==> src/rtl/line_sqdiff_sum_gen_if.sv <==
// Pixel-pair input stream and line-sum output stream between fetch logic,
// the squared-difference line summer and the line-sum accumulator.
interface line_sqdiff_sum_gen_if #(
  parameter int PIXEL_SIZE   = 8,
  parameter int LINE_SIZE    = 640,
  parameter int NUM_OF_LINES = 480
);
  localparam int LSW = $clog2(LINE_SIZE) + 2 * PIXEL_SIZE;
  localparam int LCW = $clog2(NUM_OF_LINES);

  logic [PIXEL_SIZE-1:0] pix_a;
  logic [PIXEL_SIZE-1:0] pix_b;
  logic                  pix_valid;
  logic                  pix_ready;
  logic [LSW-1:0]        line_sum;
  logic                  line_valid;
  logic                  line_ready;
  logic [LCW-1:0]        line_idx;

  modport master (
    output pix_a, pix_b, pix_valid, line_ready,
    input  pix_ready, line_sum, line_valid, line_idx
  );

  modport slave (
    input  pix_a, pix_b, pix_valid, line_ready,
    output pix_ready, line_sum, line_valid, line_idx
  );
endinterface

==> src/rtl/line_sqdiff_sum_gen.sv <==
// Per-line sum of squared pixel differences, one line_sum per line over valid/ready.
// Optional macro LINE_SUM_PIPE_EN registers the square before accumulation (adds a DRAIN state).
//
// state | meaning
// IDLE  | waiting for start
// ACCUM | accepting pixel pairs, accumulating the line sum
// DRAIN | (LINE_SUM_PIPE_EN only) folds the last registered square into the sum
// SEND  | presenting line_sum until line_ready
// DONE  | one-cycle frame_done pulse
module line_sqdiff_sum_gen #(
  parameter int PIXEL_SIZE   = 8,
  parameter int LINE_SIZE    = 640,
  parameter int NUM_OF_LINES = 480
) (
  input  logic                 CLK,
  input  logic                 reset,
  input  logic                 start,
  line_sqdiff_sum_gen_if.slave bus,
  output logic                 busy,
  output logic                 frame_done
);
  localparam int LSW = $clog2(LINE_SIZE) + 2 * PIXEL_SIZE;
  localparam int PCW = $clog2(LINE_SIZE);
  localparam int LCW = $clog2(NUM_OF_LINES);

  typedef enum logic [2:0] {
    IDLE  = 3'd0,
    ACCUM = 3'd1,
    SEND  = 3'd2,
    DONE  = 3'd3
`ifdef LINE_SUM_PIPE_EN
    , DRAIN = 3'd4
`endif
  } state_t;

  state_t state, state_nxt;

  logic [PCW-1:0]          pix_cnt;
  logic [LCW-1:0]          line_idx;
  logic [LSW-1:0]          psum;
  logic [LSW-1:0]          line_sum;
  logic [PIXEL_SIZE-1:0]   diff;
  logic [2*PIXEL_SIZE-1:0] diff_w;
  logic [2*PIXEL_SIZE-1:0] sq;
  logic                    xfer;
  logic                    last_pix;
  logic                    last_line;

  assign xfer      = bus.pix_valid && (state == ACCUM);
  assign last_pix  = (pix_cnt == PCW'(LINE_SIZE - 1));
  assign last_line = (line_idx == LCW'(NUM_OF_LINES - 1));
  assign diff      = (bus.pix_a >= bus.pix_b) ? (bus.pix_a - bus.pix_b) : (bus.pix_b - bus.pix_a);
  assign diff_w    = {{PIXEL_SIZE{1'b0}}, diff};
  assign sq        = diff_w * diff_w;

`ifdef LINE_SUM_PIPE_EN
  logic [2*PIXEL_SIZE-1:0] sq_r;
  logic                    sq_v;
  logic [LSW-1:0]          add_term;
  assign add_term = sq_v ? LSW'(sq_r) : '0;
`endif

  always_ff @(posedge CLK or posedge reset) begin
    if (reset) state <= IDLE;
    else       state <= state_nxt;
  end

  always_comb begin
    state_nxt = state;
    case (state)
      IDLE:  if (start) state_nxt = ACCUM;
`ifdef LINE_SUM_PIPE_EN
      ACCUM: if (xfer && last_pix) state_nxt = DRAIN;
      DRAIN: state_nxt = SEND;
`else
      ACCUM: if (xfer && last_pix) state_nxt = SEND;
`endif
      SEND:  if (bus.line_ready) state_nxt = last_line ? DONE : ACCUM;
      DONE:  state_nxt = IDLE;
      default: state_nxt = IDLE;
    endcase
  end

  always_comb begin
    bus.pix_ready  = (state == ACCUM);
    bus.line_valid = (state == SEND);
    busy           = (state != IDLE);
    frame_done     = (state == DONE);
  end

  assign bus.line_sum = line_sum;
  assign bus.line_idx = line_idx;

  always_ff @(posedge CLK or posedge reset) begin
    if (reset) begin
      pix_cnt  <= '0;
      line_idx <= '0;
      psum     <= '0;
      line_sum <= '0;
`ifdef LINE_SUM_PIPE_EN
      sq_r     <= '0;
      sq_v     <= 1'b0;
`endif
    end else begin
      case (state)
        IDLE: if (start) begin
          pix_cnt  <= '0;
          line_idx <= '0;
          psum     <= '0;
        end
`ifdef LINE_SUM_PIPE_EN
        ACCUM: begin
          sq_r <= sq;
          sq_v <= xfer;
          psum <= psum + add_term;
          if (xfer) pix_cnt <= last_pix ? '0 : pix_cnt + 1'b1;
        end
        DRAIN: begin
          line_sum <= psum + add_term;
          psum     <= '0;
          sq_v     <= 1'b0;
        end
`else
        ACCUM: if (xfer) begin
          if (last_pix) begin
            line_sum <= psum + LSW'(sq);
            psum     <= '0;
            pix_cnt  <= '0;
          end else begin
            psum     <= psum + LSW'(sq);
            pix_cnt  <= pix_cnt + 1'b1;
          end
        end
`endif
        SEND: if (bus.line_ready && !last_line) line_idx <= line_idx + 1'b1;
        DONE: line_idx <= '0;
        default: ;
      endcase
    end
  end
endmodule

==> src/flat_wrapper.sv <==
// flat-port wrapper written by rule: the top's interface ports become plain ports
module line_sqdiff_sum_gen_flat 
#(
  parameter int PIXEL_SIZE   = 8,
  parameter int LINE_SIZE    = 640,
  parameter int NUM_OF_LINES = 480
)
  (CLK, reset, start, busy, frame_done, bus_pix_a, bus_pix_b, bus_pix_valid, bus_line_ready, bus_pix_ready, bus_line_sum, bus_line_valid, bus_line_idx);
  line_sqdiff_sum_gen_if #(.PIXEL_SIZE(PIXEL_SIZE), .LINE_SIZE(LINE_SIZE), .NUM_OF_LINES(NUM_OF_LINES)) bus_i ();
  input  logic CLK;
  input  logic reset;
  input  logic start;
  output logic busy;
  output logic frame_done;
  input wire logic [$bits(bus_i.pix_a)-1:0] bus_pix_a;
  input wire logic [$bits(bus_i.pix_b)-1:0] bus_pix_b;
  input wire logic [$bits(bus_i.pix_valid)-1:0] bus_pix_valid;
  input wire logic [$bits(bus_i.line_ready)-1:0] bus_line_ready;
  output wire logic [$bits(bus_i.pix_ready)-1:0] bus_pix_ready;
  output wire logic [$bits(bus_i.line_sum)-1:0] bus_line_sum;
  output wire logic [$bits(bus_i.line_valid)-1:0] bus_line_valid;
  output wire logic [$bits(bus_i.line_idx)-1:0] bus_line_idx;
  assign bus_i.pix_a = bus_pix_a;
  assign bus_i.pix_b = bus_pix_b;
  assign bus_i.pix_valid = bus_pix_valid;
  assign bus_i.line_ready = bus_line_ready;
  assign bus_pix_ready = bus_i.pix_ready;
  assign bus_line_sum = bus_i.line_sum;
  assign bus_line_valid = bus_i.line_valid;
  assign bus_line_idx = bus_i.line_idx;
  line_sqdiff_sum_gen #(.PIXEL_SIZE(PIXEL_SIZE), .LINE_SIZE(LINE_SIZE), .NUM_OF_LINES(NUM_OF_LINES)) u_core (.CLK(CLK), .reset(reset), .start(start), .bus(bus_i), .busy(busy), .frame_done(frame_done));
endmodule
==> config.mk <==
export PLATFORM = sky130hd
export DESIGN_NAME = line_sqdiff_sum_gen_flat
export DESIGN_NICKNAME = d
export VERILOG_FILES = /design/src/rtl/line_sqdiff_sum_gen_if.sv /design/src/rtl/line_sqdiff_sum_gen.sv /design/src/flat_wrapper.sv
export SDC_FILE = /design/constraint.sdc
export NUM_CORES = 1
export LEC_CHECK = 0
export ABC_AREA = 1
export BUFFER_PORTS_ARGS = -buffer_cell sky130_fd_sc_hd__buf_4
export CAP_MARGIN = 0
export CORE_ASPECT_RATIO = 0.7
export CORE_MARGIN = 10
export CORE_UTILIZATION = 45
export CTS_BUF_LIST = sky130_fd_sc_hd__clkbuf_8
export CTS_CLUSTER_SIZE = 28
export DETAILED_ROUTE_END_ITERATION = 12
export GPL_TIMING_DRIVEN = 0
export PLACE_DENSITY = 0.65
export SKIP_CTS_REPAIR_TIMING = 1
export SYNTH_ARGS = -nofsm -noshare
export SYNTH_HDL_FRONTEND = slang
export SYNTH_SLANG_ARGS = --single-unit
export TNS_END_PERCENT = 5
==> constraint.sdc <==
create_clock -name CLK -period 4 [get_ports CLK]
set_input_delay 0.2 -clock CLK [delete_from_list [all_inputs] [get_ports CLK]]
set_output_delay 0.2 -clock CLK [all_outputs]
set_load 0.02 [all_outputs]
# [Word level (Yosys, flattened, before mapping)]
# Index checks and enable logic that the tools add are counted.
[classes] n_addsub=5 n_mux=17 magnitude_cmp=1 multipliers=1 n_eq_ne=10 reduce_logical=12
[op_table] op="$mux W26" n=3
[op_table] op="$pmux W26 S2" n=1
[op_table] op="$mux W10" n=3
[op_table] op="$pmux W9 S3" n=1
[op_table] op="$add A26 B16 Y26" n=1
[op_table] op="$pmux W10 S2" n=1
[op_table] op="$mux W9" n=2
[op_table] op="$mul A8 B8 Y16" n=1
[op_table] op="$sub A8 B8 Y8" n=2
[op_table] op="$reduce_and A3 Y1" n=4
[op_table] op="$add A10 B1 Y10 const B" n=1
[op_table] op="$eq A10 B10 Y1 const B" n=1
[op_table] op="$add A9 B1 Y9 const B" n=1
[op_table] op="$eq A9 B9 Y1 const B" n=1
[op_table] op="$mux W3" n=3
[op_table] op="$pmux W3 S3" n=1
[op_table] op="$ge A8 B8 Y1" n=1
[op_table] op="$mux W8" n=1
[op_table] op="$eq A3 B2 Y1 const B" n=2
[op_table] op="$ne A2 B1 Y1 const B" n=3
[op_table] op="$reduce_bool A3 Y1" n=2
[op_table] op="$ne A2 B2 Y1 const B" n=2
[op_table] op="$eq A3 B1 Y1 const B" n=1
[op_table] op="$logic_and A1 B1 Y1" n=3
[op_table] op="4 further kinds" n=4
[word_totals] wordCells=51 out_inout_bits=39 reg_bits=74

# [Depth between registers and ports, before layout]
# Gate-level depths: netlist of run 1.
[depth] word_depth=7 ltp_mapped=35 mapped_depth_nobuf=34

# [Worst setup path before layout of run 1]
# No wires, ideal clock.
[synth_timing] path_kind="input port to flip-flop" from="in bus_pix_a[0]" to="reg u_core.line_sum[14] (netlist: u_core.bus.line_sum[14])" setup_time_ns=0.117 path_buffers=1 required_ns=3.883 arrival_time_ns=4.934 setup_slack_ns=-1.052 cell_stages=28 path_cell_list="inv_1 -> ha_1 -> inv_1 -> fa_1 -> nand2_2 -> nand2_1 -> nand2_2 -> nand3_4 -> nand2_2 -> nand2_4 -> buf_6 -> nor2_4 -> inv_1 -> fa_1 -> fa_1 -> fa_1 -> fa_1 -> inv_1 -> ha_1 -> nand2_1 -> inv_1 -> a21oi_1 -> nand2_1 -> nand2_1 -> nand2_1 -> or2_2 -> nand3_1 -> nand2_1"
[synth_via] elab_chain_len=4 word_cells_on_any_way=6
[synth_rtl] element="start: declaration" line_no="flat_wrapper.sv:15" text="input wire logic [$bits(bus_i.pix_a)-1:0] bus_pix_a;"
[synth_rtl] element="$sub A8 B8 Y8 / $ge A8 B8 Y1 (equally long branches)" line_no="line_sqdiff_sum_gen.sv:52" text="assign diff = (bus.pix_a >= bus.pix_b) ? (bus.pix_a - bus.pix_b) : (bus.pix_b - bus.pix_a);"
[synth_rtl] element="$mux W8 *" line_no="line_sqdiff_sum_gen.sv:52"
[synth_rtl] element="$mul A8 B8 Y16 *" line_no="line_sqdiff_sum_gen.sv:54" text="assign sq = diff_w * diff_w;"
[synth_rtl] element="$add A26 B16 Y26 *" line_no="line_sqdiff_sum_gen.sv:126" text="line_sum <= psum + LSW'(sq);"
[synth_rtl] element="end signal: assignment" line_no="line_sqdiff_sum_gen.sv:126"
[synth_rtl] element="end: declaration" line_no="line_sqdiff_sum_gen.sv:41" text="logic [LSW-1:0] line_sum;"
# Every way passes the cells marked *; elsewhere a longest branch is shown, timed or not.
# A chain may end at the register's enable or synchronous reset.

# [Final worst setup path of run 1]
[layout_timing] from="in bus_pix_a[0]" to="reg u_core.psum[13]"
[layout_via] elab_chain_len=7 word_cells_on_any_way=9
[layout_rtl] element="$sub A8 B8 Y8 / $ge A8 B8 Y1 (equally long branches)" line_no="line_sqdiff_sum_gen.sv:52"
[layout_rtl] element="$mux W8 *" line_no="line_sqdiff_sum_gen.sv:52"
[layout_rtl] element="$mul A8 B8 Y16 *" line_no="line_sqdiff_sum_gen.sv:54"
[layout_rtl] element="$add A26 B16 Y26 *" line_no="line_sqdiff_sum_gen.sv:130" text="psum <= psum + LSW'(sq);"
[layout_rtl] element="$mux W26 *" line_no="line_sqdiff_sum_gen.sv:125" text="if (last_pix) begin"
[layout_rtl] element="$mux W26 *" line_no="line_sqdiff_sum_gen.sv:124" text="ACCUM: if (xfer) begin"
[layout_rtl] element="$pmux W26 S2 *" line_no="line_sqdiff_sum_gen.sv:105" text="case (state)"
[layout_rtl] element="end signal: assignment" line_no="line_sqdiff_sum_gen.sv:130"
[layout_rtl] element="end: declaration" line_no="line_sqdiff_sum_gen.sv:40" text="logic [LSW-1:0] psum;"
# Every way passes the cells marked *; elsewhere a longest branch is shown, timed or not. The select of a mux whose other input is x is not followed.

==> reports/metrics.yaml, run 1 <==
outcome:
  status: "finished with violations"
  violations: "negative setup slack"
setup_path:
  crit_path_frequent_cell: "inv_2"
  regToRegSetupSlack_ns: 0.09
  crit_path_top_delay_cell: "fa_1"
  cp-end-kind: "register"
  cp.arrival_ns: 5.15
  r2r-start: "u_core.psum[7]"
  r2r_cells: 18
  setup.worst_path.class: "primary input to register"
  slowest_delay_ns: 0.57
  reg2reg_to: "u_core.psum[13]"
  crit_start: "bus_pix_a[0]"
  cp-start-kind: "primary input"
  critPathRequiredTime_ns: 4.25
  cp_max_fo: 5
cts:
  cts_root_buffer: "clkbuf_8"
  insertion_delay_ns: 0.36
  cts_buffer_depth: 2
  clock-sinks: 73
  cts_tree: "built"
  numCtsBuffers: 9
  cts.htree.levels: 3
  clk_transition_reported_paths_ns: 0.10
yosys:
  synthMuxAreaShare: 0.001418
  synth.area.top_cells: "dfrtp_1, nand2_1, fa_1"
  synth-compound-area-share: 0.06383
  synthSimpleGateAreaFrac: 0.2988
  synth_edf_count: 0
  ys.flop_type: "dfrtp_1"
  synth_top_family_by_area: "simple AND/OR/NAND/NOR gates"
  synthMostInstantiatedCell: "nand2_1"
  async_flop_share: 1.000
  synth_nets: 1087
  ys_top_cells_by_count: "nand2_1, inv_1, dfrtp_1"
  yosysUniqueCellTypes: 42
  synthCells: 962
  synth_top_area_frac: 0.2589
  synth-xor-area-share: 0.02855
  synth.largest_area_cell: "dfrtp_1"
  ys_seq_area_frac: 0.2589
  syn_area_sq_um: 7057
  syn_avg_cell_area_sq_um: 7.336
  yosysWarnings: 0
  synthAdderAreaFrac: 0.2280
  synth_seq_cells: 73
route:
  first_pass_iters: 5
  drc_errors: 0
  viasPerCell: 4.917
  antenna_violating_nets_post_route: 0
  detail_route.wl_per_cell_microns: 14.11
  drt_iter0_markers: 489
  vias: 6254
  drt_wl_total_mm: 17.94
timing:
  min_period_ns: 4.898
  rsz0062_at_grt: "true"
  fin_crit_sh: 1.224
  setup_violations: 44
  finClkSkew_ns: 0.01916
  layout_setup_ws_ns: -0.8977
  hold_violations: 0
  slew_viol_final: 0
  fmax_ghz: 0.2042
  tightestPinTransition_ns: 0.5296
  maxSlewHeadroom: 0.6470
  whs_ns: 0.1810
floorplan:
  die_x_microns: 169.7
  die_area_sq_um: 21170
  rows: 38
  fp.dieH_microns: 124.8
  ioPinCount: 60
  core_area_sq_um: 15450
  start_util: 0.4567
finish:
  syn2layout_area_growth_pct: 27.04
  num-fill-cells: 1413
  drive_gt1_frac: 0.2715
  multi_input_area_sq_um: 5042
  nets: 1193
  final_util: 0.5802
  n_antenna_cell: 0
  layout.area.seq_sq_um: 1827
place:
  dp_hpwl_mm: 13.63
  io_buffers: 59
  place_congestion: 0.8899
  dp_slack_ns: -1.433
min_path:
  holdPathEnd: "u_core.pix_cnt[8]"
  hold_depth: 4
  min-delay-start: "start"
  hp-class: "primary input to register"
grt:
  antenna_found_initial: 0
  overflow: 0
  grt_max_degree: 53
  grt_pass1_vias: 5675
  grt_pass1_wl_mm: 28.21
  grt_util_all_layers: 0.1603
job:
  drv_cap: 0
==> how the worst max path moves through the flow <==
| stage | endpoint | slack (ns) | depth (start not counted) |
|---|---|---|---|
| 2_1_floorplan | u_core.bus.line_sum[14] | -0.74 | 29 |
| 3_3_place_gp | u_core.bus.line_sum[21] | -1.41 | 27 |
| 3_5_place_dp | u_core.bus.line_sum[21] | -1.43 | 27 |
| 4_1_cts | u_core.bus.line_sum[21] | -1.08 | 27 |
| 5_1_grt | u_core.bus.line_sum[23] | -1.08 | 30 |
| 6_report | u_core.psum[13] | -0.90 | 30 |
==> metal layers <==
metal | part of all wire | GRT usage | up-vias
met5 | 0 | 0 | -
met4 | 0.0030 | 0.01390 | 0
met3 | 0.056 | 0.03072 | 7
met2 | 0.40 | 0.2148 | 149
met1 | 0.54 | 0.2607 | 2922
li1 | - | - | 3176
==> layout by cell type (no fill, tap or decap), drive strengths merged, types with 3 or more instances in the layout <==
cell / n
a21oi: 33
a22o: 8
buf: 107
clkbuf: 10
dfrtp: 73
fa: 41
ha: 63
inv: 193
nand2: 320
nand3: 63
nand4: 13
nor2: 65
nor3: 9
o21ai: 21
o31ai: 3
or2: 7
xnor2: 6
xor2: 17
==> area by class of cell <==
type	count	share of cell area
Clock buffer	9	0.01382
Multi-Input combinational cell	682	0.5625
Buffer	16	0.01507
Tap cell	200	0.02791
Clock inverter	6	0.01005
Sequential cell	73	0.2038
Inverter	193	0.08430
Timing Repair Buffer	93	0.08262
==> critical path, delay by kind of cell <==
kind / cells / cell delay, ns
buffers and inverters: 9 / 0.52
adders and majority gates: 7 / 2.89
and+or+nand+nor: 12 / 1.26
AOI/OAI and AO/OA: 2 / 0.25
==> registers in the layout (all words and copies together) (netlist names) <==
| name | cells |
|---|---|
| u_core.bus.line_sum | 26 |
| u_core.bus.line_idx | 9 |
| u_core.state | 2 |
| u_core.pix_cnt | 10 |
| u_core.psum | 26 |
==> per-stage QoR <==
step	area, sq um	std cells	setup TNS (ns)
2_1_floorplan	7167	962	-26.06
3_3_place_gp	7860	1221	-53.95
3_5_place_dp	7890	1222	-54.44
4_1_cts	8104	1237	-38.44
5_1_grt	8965	1272	-41.19
6_report	8965	1272	-32.67
==> cell families (layout without fill, tap and decap cells) <==
group,Yosys count,after routing
and+or+nand+nor,478,480
buffers and inverters,209,317
adders and majority gates,104,104
AOI/OAI and AO/OA,74,74
DFF,73,73
xor gates and xnor gates,23,23
muxes,1,1
Power of run 1 is not shown: default switching activity piles up to over one toggle a cycle in this logic, so the estimate is an artifact.
==> inputs of run 2 (changes only) <==
- CELL_PAD_IN_SITES_DETAIL_PLACEMENT: unset -> 1
- CELL_PAD_IN_SITES_GLOBAL_PLACEMENT: unset -> 1
- CORE_UTILIZATION: 45 -> 42
- PLACE_DENSITY: 0.65 -> unset
- PLACE_DENSITY_LB_ADDON: unset -> 0.1
- SKIP_LAST_GASP: unset -> 1
==> reports/metrics.yaml, run 2 (same netlist as run 1, synthesis figures left out) <==
outcome:
  status: "finished with violations"
  violations: "negative setup slack"
setup_path:
  worstPathBufferInverterCount: 7  # -2
  slowest_delay_ns: 0.56  # about the same
  crit_family: "adder cells"
  regToRegSetupSlack_ns: 0.04  # -0.05 ns
  crit_path_frequent_cell: "nand2_4"
  r2r-start: "u_core.psum[6]"
  crit_path_top_delay_cell: "fa_1"
  cp-end-kind: "register"
  setup.worst_path.class: "primary input to register"
  cp_max_fo: 7  # +2
  cp.arrival_ns: 5.28  # +0.13 ns
  critPathRequiredTime_ns: 4.26  # about the same
  r2r_cells: 19  # +1
  worstSetupPathDepth: 30  # unchanged
  reg2reg_to: "u_core.psum[21]"
  cp-start-kind: "primary input"
finish:
  final_common_cell: "nand2_1"
  syn2layout_area_growth_pct: 29.10
  final_area_sq_um: 9110  # +1.6%
  final_util: 0.5556  # -0.02453
  drive_gt1_frac: 0.2771  # +0.005653
  layout_common_cells: "nand2_1, inv_1, buf_4, dfrtp_1, ha_1"
  reg_top3: "u_core.bus.line_sum (26), u_core.psum (26), u_core.pix_cnt (10)"
  num-fill-cells: 2040  # +44%
  nets: 1199  # +0.50%
  n_antenna_cell: 0  # unchanged
timing:
  maxSlewHeadroom: 0.5841  # -0.06285
  layout_setup_ws_ns: -1.020  # -0.1219 ns
  slew_viol_final: 0  # unchanged
  whs_ns: 0.1879  # +0.006958 ns
  fin_crit_sh: 1.255  # +0.03047
  finClkSkew_ns: 0.01950  # +0.0003384 ns
  hold_violations: 0  # unchanged
  fmax_ghz: 0.1992  # -2.4%
  setup_violations: 44  # unchanged
  tns_ns: -37.20  # -4.526 ns
  min_period_ns: 5.020  # +0.1219 ns
  rsz0062_at_grt: "true"
  tightestPinTransition_ns: 0.6238  # +0.09428 ns
floorplan:
  start_util: 0.4304  # -0.02628
  die_area_sq_um: 22470  # +6.1%
  core_area_sq_um: 16400  # +6.1%
  ioPinCount: 60  # unchanged
  fp.dieH_microns: 128.5  # +2.9%
  rows: 39  # +2.6%
  die_x_microns: 174.9  # +3.1%
grt:
  grt_pass1_vias: 6534  # +15%
  antenna_found_initial: 0  # unchanged
  grt_max_degree: 50  # -5.7%
  grt_util_all_layers: 0.1806  # +0.02031
  grt_pass1_wl_mm: 33.53  # +19%
  overflow: 0  # unchanged
route:
  antenna_violating_nets_post_route: 0  # unchanged
  first_pass_iters: 7  # +2
  viasPerCell: 5.068  # +3.1%
  vias: 6609  # +5.7%
  detail_route.wl_per_cell_microns: 17.34  # +23%
  drc_errors: 0  # unchanged
  drt_wl_total_mm: 22.61  # +26%
  drt_iter0_markers: 377  # -23%
place:
  io_buffers: 59  # unchanged
  dp_hpwl_mm: 16.34  # +20%
  place_congestion: 0.8640  # -2.9%
  placed_area_sq_um: 7921  # +0.40%
cts:
  clock-sinks: 73  # unchanged
  clk_transition_reported_paths_ns: 0.08  # -0.02 ns
  cts_tree: "built"
  cts_root_buffer: "clkbuf_8"
  numCtsBuffers: 9  # unchanged
  insertion_delay_ns: 0.38  # +0.02 ns
  cts.htree.levels: 3  # unchanged
  cts_buffer_depth: 2  # unchanged
min_path:
  holdPathEnd: "u_core.pix_cnt[8]"
  min-delay-start: "start"
  hp-class: "primary input to register"
  hold_depth: 4  # unchanged
job:
  drv_cap: 0  # unchanged
-- run 2: cell count changes in the layout (fill, tap and decap cells not counted), sizes merged --
cell,change
buf,+7
inv,+1
clkinv,+2
bufinv,-2
nand2,-1
-- run 2: worst max-delay path by stage --
stage                       from                 endpoint  slack (ns)
detailed placement  bus_pix_a[0]  u_core.bus.line_sum[21]       -1.63
finish              bus_pix_a[0]          u_core.psum[21]       -1.02
global placement    bus_pix_a[0]          u_core.psum[21]       -1.58
CTS                 bus_pix_a[0]          u_core.psum[21]       -1.28
global route        bus_pix_a[0]          u_core.psum[21]       -1.19
floorplan           bus_pix_a[0]  u_core.bus.line_sum[14]       -0.74
-- run 2: cell type report --
cell class,count,area [sq um],area share
buffer,16,136.4,0.01497
clock buffer,9,123.9,0.01360
clock inverter,7,47.55,0.005219
inverter,193,760.7,0.08351
multi-input combinational,681,5125,0.5626
sequential,73,1827,0.2005
tap,225,281.5,0.03090
timing repair buffer,100,808.3,0.08872
-- run 2: stage by stage --
step | std cells | setup WS, ns
3_5_place_dp | 1247 | -1.626
2_1_floorplan | 962 | -0.7414
4_1_cts | 1263 | -1.278
3_3_place_gp | 1246 | -1.578
6_report | 1304 | -1.020
5_1_grt | 1304 | -1.192
-- run 2: routing by layer --
| metal | track usage | up-vias | wire (microns) |
|---|---|---|---|
| met5 | 0 | - | 0 |
| met4 | 0.02982 | 0 | 335 |
| met3 | 0.03156 | 35 | 953 |
| met2 | 0.2617 | 155 | 9809 |
| met1 | 0.2760 | 3235 | 11520 |
| li1 | - | 3184 | - |
-- run 2: worst register-to-register path, stage by stage (launching register included) --
cell and delay (ns):
dfrtp_1 0.45, fa_1 0.54, fa_1 0.52, inv_1 0.05
fa_1 0.48, fa_1 0.55, inv_1 0.06, ha_4 0.26
nand2_1 0.09, nand2_1 0.09, nand2_4 0.10, nand2_2 0.06
nand2_2 0.08, nand3_4 0.11, nand2_4 0.09, nand2_2 0.05
nand2_2 0.07, nand2_2 0.08, nand2_1 0.07, nand2_1 0.04
Power of run 2 is left out for the same reason.
